===== src/rtl/patch_pkg.sv =====
// Geometry constants and FSM state type shared by the patch sequencer files.
// Default image geometry lives here; modules derive their own widths from parameters.
package patch_pkg;

    localparam int DEF_CHANNEL_SIZE = 8;
    localparam int DEF_NUM_CHANNELS = 3;
    localparam int DEF_IMG_WIDTH    = 16;
    localparam int DEF_IMG_HEIGHT   = 16;
    localparam int DEF_PATCH_SIZE   = 4;

    localparam int PIXEL_WIDTH       = DEF_CHANNEL_SIZE * DEF_NUM_CHANNELS;
    localparam int PATCHES_IN_ROW    = DEF_IMG_WIDTH / DEF_PATCH_SIZE;
    localparam int PATCHES_IN_COL    = DEF_IMG_HEIGHT / DEF_PATCH_SIZE;
    localparam int TOTAL_NUM_PATCHES = PATCHES_IN_ROW * PATCHES_IN_COL;
    localparam int PATCH_VECTOR_SIZE = DEF_PATCH_SIZE * DEF_PATCH_SIZE;

    localparam int ROW_ADDR_W  = $clog2(DEF_IMG_HEIGHT);
    localparam int COL_ADDR_W  = $clog2(DEF_IMG_WIDTH);
    localparam int PATCH_IDX_W = $clog2(TOTAL_NUM_PATCHES);
    localparam int POS_IDX_W   = $clog2(PATCH_VECTOR_SIZE);
    localparam int PATCH_SHIFT = $clog2(DEF_PATCH_SIZE);

    typedef enum logic [2:0] {
        ST_IDLE  = 3'd0,
        ST_RUN   = 3'd1,
        ST_DRAIN = 3'd2,
        ST_DONE  = 3'd3
    } state_e;

endpackage


===== src/rtl/patch_sequencer_if.sv =====
// Pixel output stream of the patch sequencer: valid/ready beat plus patch tags.
// master drives pix_valid/pix_data/patch_idx/pos_idx/patch_last/frame_last; slave drives pix_ready.
interface patch_sequencer_if #(
    parameter int DATA_W  = patch_pkg::PIXEL_WIDTH,
    parameter int PATCH_W = patch_pkg::PATCH_IDX_W,
    parameter int POS_W   = patch_pkg::POS_IDX_W
);

    logic               pix_valid;
    logic               pix_ready;
    logic [DATA_W-1:0]  pix_data;
    logic [PATCH_W-1:0] patch_idx;
    logic [POS_W-1:0]   pos_idx;
    logic               patch_last;
    logic               frame_last;

    modport master (
        output pix_valid,
        output pix_data,
        output patch_idx,
        output pos_idx,
        output patch_last,
        output frame_last,
        input  pix_ready
    );

    modport slave (
        input  pix_valid,
        input  pix_data,
        input  patch_idx,
        input  pos_idx,
        input  patch_last,
        input  frame_last,
        output pix_ready
    );

endinterface


===== src/rtl/patch_skid_buf.sv =====
// Two-entry FIFO holding returned pixels with their tags; head is presented until popped.
// Ports: clk, reset, in_valid/in_data (push), out_valid/out_ready/out_data (pop), count.
module patch_skid_buf #(
    parameter int WIDTH = 8
) (
    input  logic             clk,
    input  logic             reset,
    input  logic             in_valid,
    input  logic [WIDTH-1:0] in_data,
    output logic             out_valid,
    input  logic             out_ready,
    output logic [WIDTH-1:0] out_data,
    output logic [1:0]       count
);

    logic [1:0][WIDTH-1:0] mem_q, mem_d;
    logic                  rd_ptr_q, rd_ptr_d;
    logic                  wr_ptr_q, wr_ptr_d;
    logic [1:0]            cnt_q, cnt_d;
    logic                  pop;

    // Upstream never pushes into a full buffer unless the head leaves the
    // same cycle; then wr_ptr equals rd_ptr and the new beat takes the
    // slot being vacated, becoming the tail behind the other entry.
    always_comb begin
        pop      = out_ready && (cnt_q != 2'd0);
        mem_d    = mem_q;
        if (in_valid) begin
            mem_d[wr_ptr_q] = in_data;
        end
        wr_ptr_d = wr_ptr_q ^ in_valid;
        rd_ptr_d = rd_ptr_q ^ pop;
        cnt_d    = cnt_q + {1'b0, in_valid} - {1'b0, pop};
    end

    always_ff @(posedge clk) begin
        if (reset) begin
            mem_q    <= '0;
            rd_ptr_q <= 1'b0;
            wr_ptr_q <= 1'b0;
            cnt_q    <= 2'd0;
        end else begin
            mem_q    <= mem_d;
            rd_ptr_q <= rd_ptr_d;
            wr_ptr_q <= wr_ptr_d;
            cnt_q    <= cnt_d;
        end
    end

    assign out_valid = (cnt_q != 2'd0);
    assign out_data  = mem_q[rd_ptr_q];
    assign count     = cnt_q;

endmodule


===== src/rtl/patch_sequencer.sv =====
// Reads an image buffer in patch-major order and streams tagged pixels out.
// Ports: clk, reset, start, output_taken, rd_en/rd_row/rd_col/rd_data, pix (stream), state;
// stall_cnt exists only when PATCHSEQ_PERF_CNT_EN is defined.
module patch_sequencer
    import patch_pkg::*;
#(
    parameter int CHANNEL_SIZE = DEF_CHANNEL_SIZE,
    parameter int NUM_CHANNELS = DEF_NUM_CHANNELS,
    parameter int IMG_WIDTH    = DEF_IMG_WIDTH,
    parameter int IMG_HEIGHT   = DEF_IMG_HEIGHT,
    parameter int PATCH_SIZE   = DEF_PATCH_SIZE
) (
    input  logic                                 clk,
    input  logic                                 reset,
    input  logic                                 start,
    input  logic                                 output_taken,
    output logic                                 rd_en,
    output logic [$clog2(IMG_HEIGHT)-1:0]        rd_row,
    output logic [$clog2(IMG_WIDTH)-1:0]         rd_col,
    input  logic [CHANNEL_SIZE*NUM_CHANNELS-1:0] rd_data,
    patch_sequencer_if.master                    pix,
    output logic [2:0]                           state
`ifdef PATCHSEQ_PERF_CNT_EN
    ,
    output logic [31:0]                          stall_cnt
`endif
);

    localparam int PIX_W   = CHANNEL_SIZE * NUM_CHANNELS;
    localparam int ROW_W   = $clog2(IMG_HEIGHT);
    localparam int COL_W   = $clog2(IMG_WIDTH);
    localparam int SHIFT   = $clog2(PATCH_SIZE);
    localparam int PROW_N  = IMG_WIDTH / PATCH_SIZE;
    localparam int PCOL_N  = IMG_HEIGHT / PATCH_SIZE;
    localparam int NPATCH  = PROW_N * PCOL_N;
    localparam int NPOS    = PATCH_SIZE * PATCH_SIZE;
    localparam int PATCH_W = $clog2(NPATCH);
    localparam int POS_W   = $clog2(NPOS);
    localparam int META_W  = PATCH_W + POS_W + 2;
    localparam int BUF_W   = PIX_W + META_W;

    state_e             state_q, state_d;
    logic [PATCH_W-1:0] patch_q, patch_d;
    logic [POS_W-1:0]   pos_q, pos_d;
    logic [COL_W-1:0]   pcol_q, pcol_d;
    logic [ROW_W-1:0]   prow_q, prow_d;
    logic               inflight_q, inflight_d;
    logic [META_W-1:0]  meta_q, meta_d;

    logic               last_pos;
    logic               last_col;
    logic               last_patch;
    logic               start_frame;
    logic               pop;
    logic [2:0]         occ;
    logic [1:0]         buf_cnt;
    logic               buf_valid;
    logic [BUF_W-1:0]   buf_data;

    // The beat leaving this cycle frees its slot, so subtracting it from
    // the occupancy lets a read issue every cycle while the consumer keeps up.
    always_comb begin
        start_frame = (state_q == ST_IDLE) && start;
        pop         = buf_valid && pix.pix_ready;
        occ         = 3'(buf_cnt) + 3'(inflight_q) - 3'(pop);
        last_pos    = (pos_q == POS_W'(NPOS - 1));
        last_col    = (pcol_q == COL_W'(PROW_N - 1));
        last_patch  = (patch_q == PATCH_W'(NPATCH - 1));
        rd_en       = (state_q == ST_RUN) && (occ < 3'd2);
    end

    // Patch row/column are kept as separate counters so the address is
    // built from shifts and masks even when the patch grid is not 2^n wide.
    always_comb begin
        patch_d = patch_q;
        pos_d   = pos_q;
        pcol_d  = pcol_q;
        prow_d  = prow_q;
        if (start_frame) begin
            patch_d = '0;
            pos_d   = '0;
            pcol_d  = '0;
            prow_d  = '0;
        end else if (rd_en) begin
            pos_d = last_pos ? '0 : pos_q + 1'b1;
            if (last_pos) begin
                patch_d = last_patch ? '0 : patch_q + 1'b1;
                pcol_d  = last_col ? '0 : pcol_q + 1'b1;
                if (last_col) begin
                    prow_d = last_patch ? '0 : prow_q + 1'b1;
                end
            end
        end
    end

    assign rd_row = (prow_q << SHIFT) | ROW_W'(pos_q >> SHIFT);
    assign rd_col = (pcol_q << SHIFT)
                  | COL_W'(pos_q & POS_W'(PATCH_SIZE - 1));

    // Tags travel alongside the read so they join rd_data one cycle later.
    always_comb begin
        inflight_d = rd_en;
        meta_d     = meta_q;
        if (rd_en) begin
            meta_d = {patch_q, pos_q, last_pos, last_pos && last_patch};
        end
    end

    always_comb begin
        state_d = state_q;
        unique case (state_q)
            ST_IDLE:  if (start) state_d = ST_RUN;
            ST_RUN:   if (rd_en && last_pos && last_patch) state_d = ST_DRAIN;
            ST_DRAIN: if (pop && pix.frame_last) state_d = ST_DONE;
            ST_DONE:  if (output_taken) state_d = ST_IDLE;
            default:  state_d = ST_IDLE;
        endcase
    end

    always_ff @(posedge clk) begin
        if (reset) begin
            state_q    <= ST_IDLE;
            patch_q    <= '0;
            pos_q      <= '0;
            pcol_q     <= '0;
            prow_q     <= '0;
            inflight_q <= 1'b0;
            meta_q     <= '0;
        end else begin
            state_q    <= state_d;
            patch_q    <= patch_d;
            pos_q      <= pos_d;
            pcol_q     <= pcol_d;
            prow_q     <= prow_d;
            inflight_q <= inflight_d;
            meta_q     <= meta_d;
        end
    end

    patch_skid_buf #(
        .WIDTH (BUF_W)
    ) u_skid (
        .clk       (clk),
        .reset     (reset),
        .in_valid  (inflight_q),
        .in_data   ({rd_data, meta_q}),
        .out_valid (buf_valid),
        .out_ready (pix.pix_ready),
        .out_data  (buf_data),
        .count     (buf_cnt)
    );

    assign pix.pix_valid = buf_valid;
    assign {pix.pix_data, pix.patch_idx, pix.pos_idx,
            pix.patch_last, pix.frame_last} = buf_data;
    assign state = state_q;

`ifdef PATCHSEQ_PERF_CNT_EN
    logic [31:0] stall_q, stall_d;

    always_comb begin
        stall_d = stall_q;
        if (start_frame) begin
            stall_d = '0;
        end else if (buf_valid && !pix.pix_ready && (stall_q != '1)) begin
            stall_d = stall_q + 32'd1;
        end
    end

    always_ff @(posedge clk) begin
        if (reset) begin
            stall_q <= '0;
        end else begin
            stall_q <= stall_d;
        end
    end

    assign stall_cnt = stall_q;
`endif

endmodule


===== src/flat_wrapper.sv =====
// flat-port wrapper written by rule: the top's interface ports become plain ports
module patch_sequencer_flat import patch_pkg::*;
#(
    parameter int CHANNEL_SIZE = DEF_CHANNEL_SIZE,
    parameter int NUM_CHANNELS = DEF_NUM_CHANNELS,
    parameter int IMG_WIDTH    = DEF_IMG_WIDTH,
    parameter int IMG_HEIGHT   = DEF_IMG_HEIGHT,
    parameter int PATCH_SIZE   = DEF_PATCH_SIZE
)
  (clk, reset, start, output_taken, rd_en, rd_row, rd_col, rd_data, state, pix_pix_valid, pix_pix_data, pix_patch_idx, pix_pos_idx, pix_patch_last, pix_frame_last, pix_pix_ready);
  patch_sequencer_if pix_i ();
  input  logic clk;
  input  logic reset;
  input  logic start;
  input  logic output_taken;
  output logic rd_en;
  output logic [$clog2(IMG_HEIGHT)-1:0] rd_row;
  output logic [$clog2(IMG_WIDTH)-1:0] rd_col;
  input  logic [CHANNEL_SIZE*NUM_CHANNELS-1:0] rd_data;
  output logic [2:0] state;
  output wire logic [$bits(pix_i.pix_valid)-1:0] pix_pix_valid;
  output wire logic [$bits(pix_i.pix_data)-1:0] pix_pix_data;
  output wire logic [$bits(pix_i.patch_idx)-1:0] pix_patch_idx;
  output wire logic [$bits(pix_i.pos_idx)-1:0] pix_pos_idx;
  output wire logic [$bits(pix_i.patch_last)-1:0] pix_patch_last;
  output wire logic [$bits(pix_i.frame_last)-1:0] pix_frame_last;
  input wire logic [$bits(pix_i.pix_ready)-1:0] pix_pix_ready;
  assign pix_pix_valid = pix_i.pix_valid;
  assign pix_pix_data = pix_i.pix_data;
  assign pix_patch_idx = pix_i.patch_idx;
  assign pix_pos_idx = pix_i.pos_idx;
  assign pix_patch_last = pix_i.patch_last;
  assign pix_frame_last = pix_i.frame_last;
  assign pix_i.pix_ready = pix_pix_ready;
  patch_sequencer #(.CHANNEL_SIZE(CHANNEL_SIZE), .NUM_CHANNELS(NUM_CHANNELS), .IMG_WIDTH(IMG_WIDTH), .IMG_HEIGHT(IMG_HEIGHT), .PATCH_SIZE(PATCH_SIZE)) u_core (.clk(clk), .reset(reset), .start(start), .output_taken(output_taken), .rd_en(rd_en), .rd_row(rd_row), .rd_col(rd_col), .rd_data(rd_data), .pix(pix_i), .state(state));
endmodule

===== config.mk =====
export PLATFORM = sky130hd
export DESIGN_NAME = patch_sequencer_flat
export DESIGN_NICKNAME = d
export VERILOG_FILES = /design/src/rtl/patch_pkg.sv /design/src/rtl/patch_sequencer_if.sv /design/src/rtl/patch_skid_buf.sv /design/src/rtl/patch_sequencer.sv /design/src/flat_wrapper.sv
export SDC_FILE = /design/constraint.sdc
export NUM_CORES = 1
export LEC_CHECK = 0
export ABC_AREA = 1
export CELL_PAD_IN_SITES_DETAIL_PLACEMENT = 1
export CELL_PAD_IN_SITES_GLOBAL_PLACEMENT = 2
export CORE_MARGIN = 8
export CORE_UTILIZATION = 25
export CTS_BUF_LIST = sky130_fd_sc_hd__clkbuf_8
export CTS_CLUSTER_DIAMETER = 30
export DETAILED_ROUTE_END_ITERATION = 8
export PLACE_DENSITY = 0.7
export SLEW_MARGIN = 20
export SYNTH_ARGS = -nofsm -noshare
export SYNTH_HDL_FRONTEND = slang
export SYNTH_SLANG_ARGS = --single-unit

===== constraint.sdc =====
create_clock -name clk -period 6.52 [get_ports clk]
set_input_delay 1.304 -clock clk [delete_from_list [all_inputs] [get_ports clk]]
set_output_delay 1.304 -clock clk [all_outputs]
set_load 0.05 [all_outputs]

==> impl_summary.log <==
[metrics] endpoint required time on the critical path: 5.22 ns
[metrics] RSZ-0062 raised after global routing: false
[metrics] CTS tree: done
[metrics] initial core utilization: 25.4%
[metrics] count of final max-slew check failures: 0
[metrics] number of nets in the layout: 677
[metrics] count of instances resized after the clock tree is built: 0
[metrics] number of buffer and inverter instances along the worst setup path: 5
[metrics] CTS clock-pin slew for the worst setup and hold paths: 0.10 ns
[metrics] setup slack of the worst register-to-register path: ~3.7 ns
[metrics] VDD IR-drop max: 0.000168 V
[metrics] drt pass-1 iters: 4
[metrics] path type of the worst setup path: in -> out
[metrics] Area after DPL: 0.00506 mm2
[metrics] hold buffer count at CTS: 0
[metrics] GPL Wtd Cong: a little over 0.7
[metrics] worst clock skew: 0.00825 ns
[metrics] total die area: 0.0211 mm2
[metrics] Via density: 4.50
[metrics] DR DRC count: 0
[metrics] setup-violating endpoint count in the final report: 0
[metrics] post-detailed-routing wire length: 12900 um
[metrics] max incr delay on CP: 0.89 ns
[metrics] flip-flop and latch area: between 0.0015 and 0.002 mm2
[metrics] share of synthesized registers carrying an async set or reset: 0%
[metrics] total area of multi-input combinational cells: 0.00190 mm2
[metrics] CP delay by family, top: buffers and inverters
[metrics] master of the slowest instance on the critical path: clkdlybuf4s50_1
[metrics] Relative slew margins: approximately 36%
[metrics] root cell of the clock tree: clkbuf_8
[metrics] pin count of the biggest net entering global routing: 79
[metrics] final critical path time including I/O delays and setup: 5.56 ns
[metrics] cell leakage power: 2.24 nW
[metrics] smallest setup slack after layout: between 0.9 and 1 ns
[metrics] DR iter-0 viols: 132
[metrics] mean cell area of the mapped netlist: 7.19 um2
[metrics] total track usage: about an eighth
[metrics] final period utilization: between 80 and 90%
[metrics] Syn-to-layout area delta: 25.4%
[metrics] CTS H-tree depth: 3
[metrics] maximum capacitance violations: 0
[metrics] Mapped Cells: 581
[metrics] Post-Route Setup TNS: 0 ns
[metrics] Yosys warning total: 0
[metrics] TritonCTS buffer count: 9
[metrics] Cell Rows: 47
[metrics] Critical Path Source Type: input pin
[metrics] class of the worst hold path: reg -> reg
[metrics] Post-synth EDFFs: 0
[metrics] commonest non-fill, non-tap cells in the layout: 129 x nor2_1, 125 x nand2_1, 99 x dfxtp_1, 82 x o21ai_0, 74 x clkdlybuf4s50_1
[metrics] endpoint kind of the worst setup timing path: primary output
[metrics] global-route wire length before repair: 21500 um
[metrics] Core Box Area: 0.0165 mm2
[metrics] summed instance area of the synthesized netlist: 0.00418 mm2
[metrics] outcome: completed
[metrics] Most common cell on crit path: inv_1
[metrics] register bit total from synthesis: between 90 and 100
[metrics] most common cell after layout, fill and taps aside: nor2_1
[metrics] number of antenna violations at the first check in global routing: 0
[metrics] buffer levels on the longest clock path: 2
[metrics] Clk Latency, worst-skew pair: 0.37 ns
[metrics] post-route cell area: around 0.0052 mm2
[metrics] Post-Synthesis Net Count: 623
[metrics] number of routed nets with antenna violations: 0
[metrics] pin slew with the least headroom to its limit: 0.959 ns
[metrics] overflow left after global routing: 0
[metrics] number of global-route vias before repair: just over 4000
[metrics] Post-CTS Setup Bufs: 0
[metrics] hold violation count in the final report: 0
[metrics] Die Y: 145 um
[metrics] share of post-route cells with drive strength above 1: 4.38%
[metrics] I/O Pins: 76
[metrics] number of fill cells: 2001
[metrics] Horiz. Die Dim: 145 um
[metrics] achievable frequency: 180 MHz
[metrics] arrival time worst endpoint: 4.26 ns
[metrics] Port-buffer cells: 74
[metrics] top_reg_cell synth: dfxtp_1
[metrics] Critical Path Fanout Max: 17
[metrics] count of vias placed by the detailed router: 3869
[metrics] total power density per cell area: just over 400 mW/mm2
[metrics] number of antenna repair diodes: 0
[metrics] cell-by-cell trace of the critical path: clkdlybuf4s50_1 > inv_1 > nor2_2 > ha_1 > inv_1 > ha_1 > fa_1 > inv_1 > nand3_2 > nor2_4 > clkdlybuf4s50_1
[metrics] clock tree sinks: 99
[metrics] part of the Yosys area used for sequential elements: 47.4%
[metrics] Yosys cell types: 32
[metrics] detailed-route wire length per cell: about 15 um
[metrics] final total power: between 2 and 2.5 mW
[metrics] DP Worst Slack: about 0.94 ns
[metrics] HPWL after DPL: 8330 um
## report_power, final
| part | switching [mW] | internal, mW | leakage, nW | total (mW) |
|---|---|---|---|---|
| clock | 0.217 | 0.157 | 0.0912 | 0.374 |
| sequential | 0.0715 | 0.725 | 0.802 | 0.797 |
| combinational | 0.675 | 0.285 | 1.35 | 0.960 |
| total | 0.963 | 1.17 | 2.24 | 2.13 |
## cell usage after synthesis, types with 3 or more instances
cell,n,area [um2]
a21oi_1,36,180
buf_1,3,11.3
buf_2,4,20.0
buf_4,4,30.0
clkbuf_1,20,75.1
dfxtp_1,99,1980
ha_1,12,150
inv_1,29,109
inv_2,3,11.3
nand2_1,125,469
nand3_1,8,40.0
nand4_1,4,25.0
nor2_1,129,484
o21ai_0,82,410
xor2_1,3,26.3
## area by class of cell
| class | instances | share of cell area, % |
|---|---|---|
| Multi-Input combinational cell | 413 | 36.3 |
| Inverter | 35 | 2.65 |
| Tap cell | 220 | 5.25 |
| Timing Repair Buffer | 77 | 14.6 |
| Clock buffer | 11 | 2.89 |
| Clock inverter | 4 | 0.501 |
| Sequential cell | 99 | 37.8 |
## worst reg2reg max path: stages (launching register included)
cell and delay [ns]:
dfxtp_1 0.34, nor2_1 0.18, nor2_2 0.08, ha_1 0.27, inv_1 0.04, ha_1 0.18
fa_1 0.44, inv_1 0.10, nand3_2 0.10, nor2_4 0.34, nand2_1 0.22, nand2_1 0.19
nand3_1 0.09, nand2_1 0.07, nor2_1 0.05
## state kept, by name, summed over array words and instances, names as in the netlist, 2 cells and up
register	flops
u_core.meta_q	10
u_core.patch_q	4
u_core.pcol_q	4
u_core.pos_q	4
u_core.prow_q	2
u_core.state	2
u_core.u_skid.count	2
u_core.u_skid.mem_q	68
## path summary, 6_finish.rpt
kind,start,endpoint,cells past startpoint
hold / removal,u_core.meta_q[9]$_SDFFE_PP0P_,u_core.u_skid.mem_q[9]$_SDFFE_PP0P_,2
hold reg to reg,u_core.meta_q[9]$_SDFFE_PP0P_,u_core.u_skid.mem_q[9]$_SDFFE_PP0P_,2
setup reg to reg,u_core.u_skid.count[1]$_SDFF_PP0_,u_core.state[0]$_SDFFE_PP0P_,14
setup / recovery,pix_pix_ready,rd_en,11
## stage by stage
step | hold slack (ns) | instances | utilization, %
floorplan | 0.441 | 581 | -
global placement | 0.468 | 844 | 30.7
detailed placement | 0.471 | 844 | 30.8
CTS | 0.491 | 859 | 31.8
global route | 0.526 | 859 | 31.8
finish | 0.489 | 859 | 31.8
## kinds of logic after synthesis
family	count (synthesis)	synth area share, %
and+or+nand+nor	273	25.6
AOI/OAI and AO/OA	123	15.1
DFF	99	47.4
buffers and inverters	69	7.03
adders and majority gates	13	4.07
xor gates and xnor gates	3	0.629
other	1	0.0897
## per-layer routing
layer | vias to the layer above | share of wire [%] | global-route usage (%)
met2 | 55 | 46 | 20.7
met4 | 0 | 1.4 | 4.69
li1 | 1940 | - | -
met3 | 13 | 3.2 | 2.64
met5 | - | 0 | 0
met1 | 1861 | 49 | 15.4
Power figures use the tool's default switching activity.
